## src/rtl/pcs_pkg.sv

```systemverilog
// Shared PCS receive definitions: sync-header codes, block-lock thresholds,
// descrambler tap positions and the lock-state encoding.
package pcs_pkg;

  localparam logic [1:0] SH_DATA = 2'b01;
  localparam logic [1:0] SH_CTRL = 2'b10;

  localparam int LOCK_GOOD_CNT = 64;
  localparam int LOCK_BAD_CNT  = 16;

  // 1 + x^39 + x^58: taps sit 39 and 58 bits behind the current bit
  localparam int SCR_LEN = 58;
  localparam int SCR_TAP = SCR_LEN - 39;

  typedef enum logic [1:0] {
    LS_UNLOCKED = 2'd0,
    LS_SLIP     = 2'd1,
    LS_LOCKED   = 2'd2
  } lock_state_e;

  function automatic logic sh_is_valid(input logic [1:0] sh);
    return (sh == SH_DATA) || (sh == SH_CTRL);
  endfunction

endpackage

```

## src/rtl/block_lock_fsm.sv

```systemverilog
// Block-lock hunt state machine: counts sync-header events, requests gearbox slips.
// Optional invalid-header counter enabled by PCS_RX_ERR_CNT_EN.
module block_lock_fsm
  import pcs_pkg::*;
#(
  parameter int SLIP_WAIT = 4
) (
  input  logic        clk_i,
  input  logic        rst_i,
  input  logic        hdr_event_i,
  input  logic        hdr_valid_i,
`ifdef PCS_RX_ERR_CNT_EN
  output logic [15:0] err_count_o,
`endif
  output logic        block_lock_o,
  output logic        slip_o
);

  localparam int SW   = (SLIP_WAIT < 1) ? 1 : SLIP_WAIT;
  localparam int SW_W = $clog2(SW + 1);
  localparam logic [SW_W-1:0] WAIT_LAST = SW_W'(SW - 1);
  localparam logic [6:0] GOOD_TH = 7'(LOCK_GOOD_CNT);
  localparam logic [4:0] BAD_TH  = 5'(LOCK_BAD_CNT);

  lock_state_e     state_q, state_d;
  logic [6:0]      sh_cnt_q, sh_cnt_d, sh_inc_s;
  logic [4:0]      bad_cnt_q, bad_cnt_d, bad_inc_s;
  logic [SW_W-1:0] wait_q, wait_d;
  logic            slip_q, slip_d;
  logic            lock_q, lock_d;

  assign sh_inc_s  = sh_cnt_q + 7'd1;
  assign bad_inc_s = bad_cnt_q + {4'd0, ~hdr_valid_i};

  // next-state, counter and slip-request decode
  always_comb begin
    state_d   = state_q;
    sh_cnt_d  = sh_cnt_q;
    bad_cnt_d = bad_cnt_q;
    wait_d    = wait_q;
    slip_d    = 1'b0;
    case (state_q)
      LS_UNLOCKED: begin
        if (hdr_event_i) begin
          if (!hdr_valid_i) begin
            slip_d    = 1'b1;
            state_d   = LS_SLIP;
            wait_d    = {SW_W{1'b0}};
            sh_cnt_d  = 7'd0;
            bad_cnt_d = 5'd0;
          end else if (sh_inc_s == GOOD_TH) begin
            state_d   = LS_LOCKED;
            sh_cnt_d  = 7'd0;
            bad_cnt_d = 5'd0;
          end else begin
            sh_cnt_d  = sh_inc_s;
          end
        end else begin
          sh_cnt_d = sh_cnt_q;
        end
      end
      LS_SLIP: begin
        // headers are ignored while the gearbox settles after the slip
        if (wait_q == WAIT_LAST) begin
          state_d   = LS_UNLOCKED;
          wait_d    = {SW_W{1'b0}};
          sh_cnt_d  = 7'd0;
          bad_cnt_d = 5'd0;
        end else begin
          wait_d = wait_q + {{(SW_W-1){1'b0}}, 1'b1};
        end
      end
      LS_LOCKED: begin
        if (hdr_event_i) begin
          if (bad_inc_s == BAD_TH) begin
            slip_d    = 1'b1;
            state_d   = LS_SLIP;
            wait_d    = {SW_W{1'b0}};
            sh_cnt_d  = 7'd0;
            bad_cnt_d = 5'd0;
          end else if (sh_inc_s == GOOD_TH) begin
            sh_cnt_d  = 7'd0;
            bad_cnt_d = 5'd0;
          end else begin
            sh_cnt_d  = sh_inc_s;
            bad_cnt_d = bad_inc_s;
          end
        end else begin
          sh_cnt_d = sh_cnt_q;
        end
      end
      default: begin
        state_d   = LS_UNLOCKED;
        wait_d    = {SW_W{1'b0}};
        sh_cnt_d  = 7'd0;
        bad_cnt_d = 5'd0;
      end
    endcase
    lock_d = (state_d == LS_LOCKED);
  end

  // state, counters and registered outputs
  always_ff @(posedge clk_i or posedge rst_i) begin
    if (rst_i) begin
      state_q   <= LS_UNLOCKED;
      sh_cnt_q  <= 7'd0;
      bad_cnt_q <= 5'd0;
      wait_q    <= {SW_W{1'b0}};
      slip_q    <= 1'b0;
      lock_q    <= 1'b0;
    end else begin
      state_q   <= state_d;
      sh_cnt_q  <= sh_cnt_d;
      bad_cnt_q <= bad_cnt_d;
      wait_q    <= wait_d;
      slip_q    <= slip_d;
      lock_q    <= lock_d;
    end
  end

  assign block_lock_o = lock_q;
  assign slip_o       = slip_q;

`ifdef PCS_RX_ERR_CNT_EN
  logic [15:0] err_cnt_q, err_cnt_d;

  // saturating count of bad headers seen outside the slip window
  always_comb begin
    if (hdr_event_i && !hdr_valid_i && (state_q != LS_SLIP) && (err_cnt_q != 16'hFFFF)) begin
      err_cnt_d = err_cnt_q + 16'd1;
    end else begin
      err_cnt_d = err_cnt_q;
    end
  end

  // error counter register
  always_ff @(posedge clk_i or posedge rst_i) begin
    if (rst_i) begin
      err_cnt_q <= 16'd0;
    end else begin
      err_cnt_q <= err_cnt_d;
    end
  end

  assign err_count_o = err_cnt_q;
`endif

endmodule

```

## src/rtl/descrambler.sv

```systemverilog
// 10GBASE-R self-synchronising descrambler (1 + x^39 + x^58) with block lock.
// Define PCS_RX_ERR_CNT_EN to add the o_err_count invalid-header counter.
module descrambler
  import pcs_pkg::*;
#(
  parameter int DATA_WIDTH = 32,
  parameter int SLIP_WAIT  = 4
) (
  input  logic                  i_rxc,
  input  logic                  i_reset,
  input  logic [DATA_WIDTH-1:0] i_rxd,
  input  logic [1:0]            i_rx_header,
  input  logic                  i_rx_header_valid,
  input  logic                  i_rx_pause,
  output logic [DATA_WIDTH-1:0] o_rxd,
  output logic [1:0]            o_rx_header,
  output logic                  o_rx_header_valid,
  output logic                  o_rx_valid,
`ifdef PCS_RX_ERR_CNT_EN
  output logic [15:0]           o_err_count,
`endif
  output logic                  o_block_lock,
  output logic                  o_slip
);

  logic [SCR_LEN-1:0]            hist_q, hist_d;
  logic [DATA_WIDTH+SCR_LEN-1:0] v_s;
  logic [DATA_WIDTH-1:0]         rxd_d, rxd_q;
  logic [1:0]                    hdr_q;
  logic                          hv_q, vld_q;
  logic                          hdr_event_s, hdr_ok_s;

  // descramble against the history of received scrambled bits
  always_comb begin
    v_s   = {i_rxd, hist_q};
    rxd_d = {DATA_WIDTH{1'b0}};
    for (int i = 0; i < DATA_WIDTH; i++) begin
      rxd_d[i] = v_s[SCR_LEN+i] ^ v_s[SCR_TAP+i] ^ v_s[i];
    end
    if (!i_rx_pause) begin
      hist_d = v_s[DATA_WIDTH +: SCR_LEN];
    end else begin
      hist_d = hist_q;
    end
  end

  // one-cycle datapath registers
  always_ff @(posedge i_rxc or posedge i_reset) begin
    if (i_reset) begin
      hist_q <= {SCR_LEN{1'b0}};
      rxd_q  <= {DATA_WIDTH{1'b0}};
      hdr_q  <= 2'b00;
      hv_q   <= 1'b0;
      vld_q  <= 1'b0;
    end else begin
      hist_q <= hist_d;
      rxd_q  <= rxd_d;
      hdr_q  <= i_rx_header;
      hv_q   <= i_rx_header_valid;
      vld_q  <= ~i_rx_pause;
    end
  end

  assign o_rxd             = rxd_q;
  assign o_rx_header       = hdr_q;
  assign o_rx_header_valid = hv_q;
  assign o_rx_valid        = vld_q;

  assign hdr_event_s = i_rx_header_valid & ~i_rx_pause;
  assign hdr_ok_s    = sh_is_valid(i_rx_header);

  block_lock_fsm #(
    .SLIP_WAIT(SLIP_WAIT)
  ) u_lock (
    .clk_i       (i_rxc),
    .rst_i       (i_reset),
    .hdr_event_i (hdr_event_s),
    .hdr_valid_i (hdr_ok_s),
`ifdef PCS_RX_ERR_CNT_EN
    .err_count_o (o_err_count),
`endif
    .block_lock_o(o_block_lock),
    .slip_o      (o_slip)
  );

endmodule

```

## config.mk

```make
export PLATFORM = sky130hd
export DESIGN_NAME = descrambler
export DESIGN_NICKNAME = d
export VERILOG_FILES = /design/src/rtl/pcs_pkg.sv /design/src/rtl/block_lock_fsm.sv /design/src/rtl/descrambler.sv
export SDC_FILE = /design/constraint.sdc
export NUM_CORES = 1
export LEC_CHECK = 0
export CAP_MARGIN = 0
export CORE_UTILIZATION = 44
export DETAILED_ROUTE_END_ITERATION = 12
export PLACE_DENSITY = 0.68
export REMOVE_ABC_BUFFERS = 1
export SETUP_SLACK_MARGIN = 0.2
export SLEW_MARGIN = 20
export SYNTH_ARGS = -nofsm -noshare
export SYNTH_HDL_FRONTEND = slang
export SYNTH_SLANG_ARGS = --single-unit
```

## constraint.sdc

```tcl
create_clock -name i_rxc -period 9.12 [get_ports i_rxc]
set_input_delay 1.824 -clock i_rxc [delete_from_list [all_inputs] [get_ports i_rxc]]
set_output_delay 1.824 -clock i_rxc [all_outputs]
set_load 0.005 [all_outputs]
```

=== Yosys cells after proc, flatten, opt, wreduce, memory -nomap -nowiden ===
Index checks and enable logic that the tools add are counted.

* Register bits after elaboration: 113
* Bits of input ports: 38
* Output and inout port bits: 38
* Logic and storage cells: 133

* Add/subtract/negate cells: 3
* Equality and inequality tests: 14
* Muxes and demuxes: 33
* Bitwise logic cells: 67
* Reduce and logical (&&, ||, !) cells: 5

{| class="wikitable"
|+ Operator list
! kind !! count
|-
| 1-bit bitwise XOR || 64
|-
| 7-bit two-way mux || 6
|-
| 5-bit two-way mux || 7
|-
| 7-bit case mux with 3 select lines || 1
|-
| 3-bit two-way mux || 5
|-
| 5-bit case mux with 3 select lines || 1
|-
| 2-bit two-way mux || 6
|-
| 3-bit case mux with 3 select lines || 1
|-
| 4-bit AND reduction || 2
|-
| 7-bit by 1-bit adder with 7-bit output, second input constant || 1
|-
| 7-bit equality test, second input constant || 1
|-
| 2-bit equality test, second input constant || 3
|-
| 2-bit inequality test, second input constant || 3
|-
| 2-bit case mux with 3 select lines || 1
|-
| 5-bit by 1-bit adder with 5-bit output || 1
|-
| 5-bit equality test, second input constant || 1
|-
| 2-bit by 1-bit equality test with 1-bit output, second input constant || 2
|-
| 1-bit two-way mux || 4
|-
| 2-bit by 1-bit inequality test with 1-bit output, second input constant || 2
|-
| 3-bit by 1-bit adder with 3-bit output, second input constant || 1
|-
| 3-bit by 2-bit equality test with 1-bit output, second input constant || 1
|-
| 3-bit inequality test, second input constant || 1
|-
| 3-bit AND reduction || 1
|-
| 2-bit zero test || 1
|-
| other kinds (4) || 5
|}

=== Depth between registers and ports, before layout ===
* Depth after elaboration: 9
* Gate-level depth with buffers: 9
* Depth with buffers taken out: 8

=== By module ===
From an unflattened synthesis, not the netlist that was laid out.

* Cell total of the unflattened synthesis: 313
* Area, all modules: 5326.4 µm²

{| class="wikitable"
|+ By module, submodules not included
! module !! instances !! cells an instance !! area each (µm²) !! seq. area each (µm²)
|-
| descrambler || 1 || 195 || 4132.7 || 2352.3
|-
| block_lock_fsm || 1 || 118 || 1193.6 || 475.5
|}

=== Worst setup path after synthesis ===
Ideal clock, no wire load.

* Kind: input to register
* Start: input i_rx_header[1]
* End: register u_lock.wait_q[1]
* Setup time: 0.101 ns
* Arrival time: 3.330 ns
* Required time: 9.019 ns
* Setup slack: 5.690 ns
* Stages: 9
* Path buffers: 1
* Cells stage by stage: xnor2_1 > ha_1 > ha_1 > nor2_1 > o2bb2ai_1 > a41oi_1 > buf_2 > nor2_1 > o32ai_1

* Word-level cells in the longest chain between the ends: 7
* Elaborated cells on any way between the ends: 9
* Those cells by class: 1 x add/sub; 5 x eq/ne; 1 x bitwise; 2 x reduce/logical

{| class="wikitable"
|+ Ends and longest elaborated chain
! element !! line !! text
|-
| start, declared || descrambler.sv:12 || <nowiki>input logic [1:0] i_rx_header,</nowiki>
|-
| 2-bit by 1-bit equality test with 1-bit output / 2-bit equality test (equally long branches) || pcs_pkg.sv:22 || <nowiki>return (sh == SH_DATA) || (sh == SH_CTRL);</nowiki>
|-
| 1-bit logical OR * || pcs_pkg.sv:22 ||
|-
| 1-bit NOT || block_lock_fsm.sv:33 || <nowiki>assign bad_inc_s = bad_cnt_q + {4'd0, ~hdr_valid_i};</nowiki>
|-
| 5-bit by 1-bit adder with 5-bit output || block_lock_fsm.sv:33 ||
|-
| 5-bit equality test || block_lock_fsm.sv:75 || <nowiki>if (bad_inc_s == BAD_TH) begin</nowiki>
|-
| 2-bit by 1-bit inequality test with 1-bit output (no line) || - ||
|-
| 4-bit AND reduction (no line) * || - ||
|-
| end signal, assigned || block_lock_fsm.sv:108 || <nowiki>wait_q <= {SW_W{1'b0}};</nowiki>
|-
| end signal, assigned || block_lock_fsm.sv:115 || <nowiki>wait_q <= wait_d;</nowiki>
|-
| end, declared || block_lock_fsm.sv:28 || <nowiki>logic [SW_W-1:0] wait_q, wait_d;</nowiki>
|}

Every way passes the cells marked *; elsewhere a longest branch is shown, timed or not.
A chain may end at the register's enable or synchronous reset.

=== Worst setup path after layout ===
Same ends and word-level chain as after synthesis.

==> results.yml <==
yosys:
  synthSimpleGateAreaFrac_pct: 4.76
  ys_ff_latch: 113
  synth-compound-area-share_pct: 4.57
  synth_area_um2: 4660
  muxShareOfSynthArea_pct: 14.5
  synthAdderAreaFrac_pct: 1.07
  synth_xor_area_share_pct: 12.8
  synth_top_family_by_area: "multiplexers"
  syn_avg_cell_area_um2: 13.9
  synth.distinct_cells: 40
  ys_warn_count: 0
  ys_seq_area_share_pct: 60.7
  syn_inst: 335
critical_path:
  cp_max_fo: 11
  reg2reg_from: "u_lock.bad_cnt_q[0]$_DFFE_PP0P_"
  rrSetupSlack_ns: 6.81
  setup.worst_path.end_class: "register"
  path_cells: "clkdlybuf4s50_1, xnor2_1, ha_1, ha_1, nor2_1, o2bb2ai_1, a41oi_1, nor2_1, o32ai_1"
  cpMaxStageDelayCell: "a41oi_1"
  cp-start-kind: "input port"
  rr_worst_depth: 7
  max_stage_delay_ns: 0.78
  cp.required_ns: 9.52
  worst-path-buf-inv: 1
  cp_data_arrival_time_ns: 4.45
  path_delay_family: "compound AO/OA/AOI/OAI gates"
  crit_type: "in2reg"
  timing.rr.end: "u_lock.wait_q[1]$_DFFE_PP0P_"
global_route:
  antenna_found_initial: 0
  grt-ovfl-total: 0
  track_usage_pct: 15.9
  grt_pass1_vias: 2792
  grt_pass1_wl_um: 13300
  grt_max_degree: 74
clocking:
  cts_buffer_depth: 2
  cts_buffers: 17
  post_cts_resize_count: 0
  holdBufCountCts: 0
  insertion_delay_ns: 0.50
  h-tree-depth: 4
  clkTransAtPathRegs_ns: 0.05
  cts_tree: "done"
  cts-root-buf: "clkbuf_8"
  clkSinkCount: 113
  post_cts_buffers: 0
sta:
  holdWs_ns: 0.463
  fin_ws_ns: 5.07
  setup_viol: 0
  maxSlewViolCount: 0
  relSlewSlack_pct: 35.3
  fmax_mhz: 247
  fin_setup_tns_ns: 0
  hold_viol: 0
  fin_crit_ns: 4.05
  worst_pin_slew_ns: 0.957
  fin_crit_sh_pct: 44.4
  rsz0062_at_grt: "no"
  finalClockSkew_ns: 0.00666
drt:
  wl_um: 7840
  vias_per_cell: 4.85
  wl_per_cell_um: 13.7
  first_pass_iters: 4
  vias: 2766
  drc_errors: 0
  dr.first_iter.drc_count: 97
  ant_nets: 0
cells_and_area:
  final_cell_mix: "113 x dfrtp_1, 74 x clkdlybuf4s50_1, 66 x xnor2_1"
  drive_gt1_share_pct: 22.4
  seqCellArea_um2: 2830
  areaGrowthSynthToFinish_pct: 32.3
  layout_commonest_cell: "dfrtp_1"
  multiInputGateArea_um2: 1750
  nNetsFinal: 463
  antenna_cells: 0
  fillers: 828
pwr:
  p_leak_nw: 2.53
  powerDensity_nw_per_um2: 258
  ir_drop_mv: 0.124
worst_hold_path:
  hp-start: "hist_q[18]$_DFFE_PP0N_"
  hold_end: "o_rxd[18]$_DFF_PP0_"
  whs_path_depth: 1
  hold_path.class: "reg2reg"
floorplanning:
  initial_core_util_pct: 45.3
  num_rows: 37
  dieArea_um2: 11000
  fp.dieW_um: 105
  ios: 76
  fp.dieH_um: 105
  core_um2: 10300
place:
  io_buffers: 75
  pre_cts_slack_ns: 4.55
  hpwl_um: 5150
  place_congestion: 0.834
run_status:
  outcome: "completed"
flow_run:
  maxCapViolCount: 0
metrics by stage:
| stage | power (mW) | util, % | std cells | area [um2] |
|---|---|---|---|---|
| after floorplan | 0.779 | - | 325 | 4610 |
| after global placement | 0.919 | 53.9 | 538 | 5540 |
| after detailed placement | 0.924 | 53.9 | 538 | 5540 |
| after CTS | 1.61 | 60.0 | 570 | 6160 |
| after global routing | 1.67 | 60.0 | 570 | 6160 |
| final | 1.59 | 60.0 | 570 | 6160 |
sequential cells by signal, indices dropped and copies added (netlist names), 2 cells and up:
register and cells:
u_lock.wait_q 3, u_lock.state_q 2, o_rx_header 2, u_lock.bad_cnt_q 5, u_lock.sh_cnt_q 7, o_rxd 32, hist_q 58
final cells by class:
cell class	instances	share of cell area [%]
clock buffer	22	7.51
clock inverter	10	2.54
inverter	8	0.528
multi-input combinational	204	28.4
sequential	113	45.9
tap	136	2.76
timing repair buffer	77	12.3
report_power, final:
group / total, mW / internal, mW / switching (mW)
clock: 0.679 / 0.463 / 0.215
combinational: 0.276 / 0.175 / 0.101
sequential: 0.637 / 0.587 / 0.0502
total: 1.59 / 1.22 / 0.367
kinds of logic (layout without fill, tap and decap cells):
family                   after synthesis  count (layout)
adder cells (fa/ha/maj)                4               4
XOR/XNOR                              68              68
AO/OA/AOI/OAI                         30              30
flip-flops                           113             113
AND/OR/NAND/NOR                       42              42
buffers and inverters                 18             117
multiplexers                          60              60
worst register-to-register path: cells and delay by family, from the launching register on:
kind | cells | cell delay (ns)
DFF | 1 | 0.38
adders and majority gates | 2 | 0.45
AOI/OAI and AO/OA | 3 | 1.14
and+or+nand+nor | 2 | 0.23
how the worst max path moves through the flow:
stage,from,endpoint,cells after the start
6_report,i_rx_header[1],u_lock.wait_q[1]$_DFFE_PP0P_,9
5_1_grt,i_rx_header[0],u_lock.wait_q[1]$_DFFE_PP0P_,9
2_1_floorplan,i_reset,hist_q[0]$_DFFE_PP0N_,1
4_1_cts,i_rx_header[1],u_lock.wait_q[1]$_DFFE_PP0P_,9
3_3_place_gp,i_rx_header[1],u_lock.wait_q[1]$_DFFE_PP0P_,9
3_5_place_dp,i_rx_header[1],u_lock.wait_q[1]$_DFFE_PP0P_,9
metal layers:
metal / global-route usage [%] / part of all wire [%] / up-vias
li1: - / - / 1330
met1: 20.6 / 46 / 1354
met2: 22.9 / 47 / 74
met3: 6.67 / 5.9 / 8
met4: 7.85 / 1.1 / 0
met5: 0 / 0 / -
synth_stat cells:
cell	instances	area (um2)
a31oi_1	3	18.8
nor2_1	4	15.0
mux2_2	58	653
a21o_2	1	8.76
nor3_1	3	15.0
or3_1	1	6.26
a22o_2	1	10.0
nand3_2	1	10.0
xnor2_1	66	578
nor2b_1	4	25.0
a211o_1	1	8.76
clkbuf_1	6	22.5
dfrtp_1	113	2830
o21a_1	1	7.51
xor2_1	2	17.5
nand2b_1	4	25.0
a32o_1	1	10.0
inv_1	8	30.0
a21o_1	1	7.51
a22o_1	2	17.5
o22ai_1	3	18.8
ha_1	4	50.1
buf_2	1	5.00
a41oi_1	1	8.76
o32ai_1	1	8.76
or4_4	1	11.3
o21ai_0	7	35.0
o2111ai_1	1	8.76
mux2i_1	2	20.0
and3_2	1	7.51
buf_1	2	7.51
o31ai_1	1	7.51
o2bb2ai_1	2	17.5
a311oi_1	1	8.76
buf_6	1	11.3
nand3b_1	1	7.51
a21oi_1	2	10.0
nand3_1	11	55.1
nand2_1	10	37.5
and3_1	1	6.26
No activity file was read; power rests on OpenSTA's default activity.
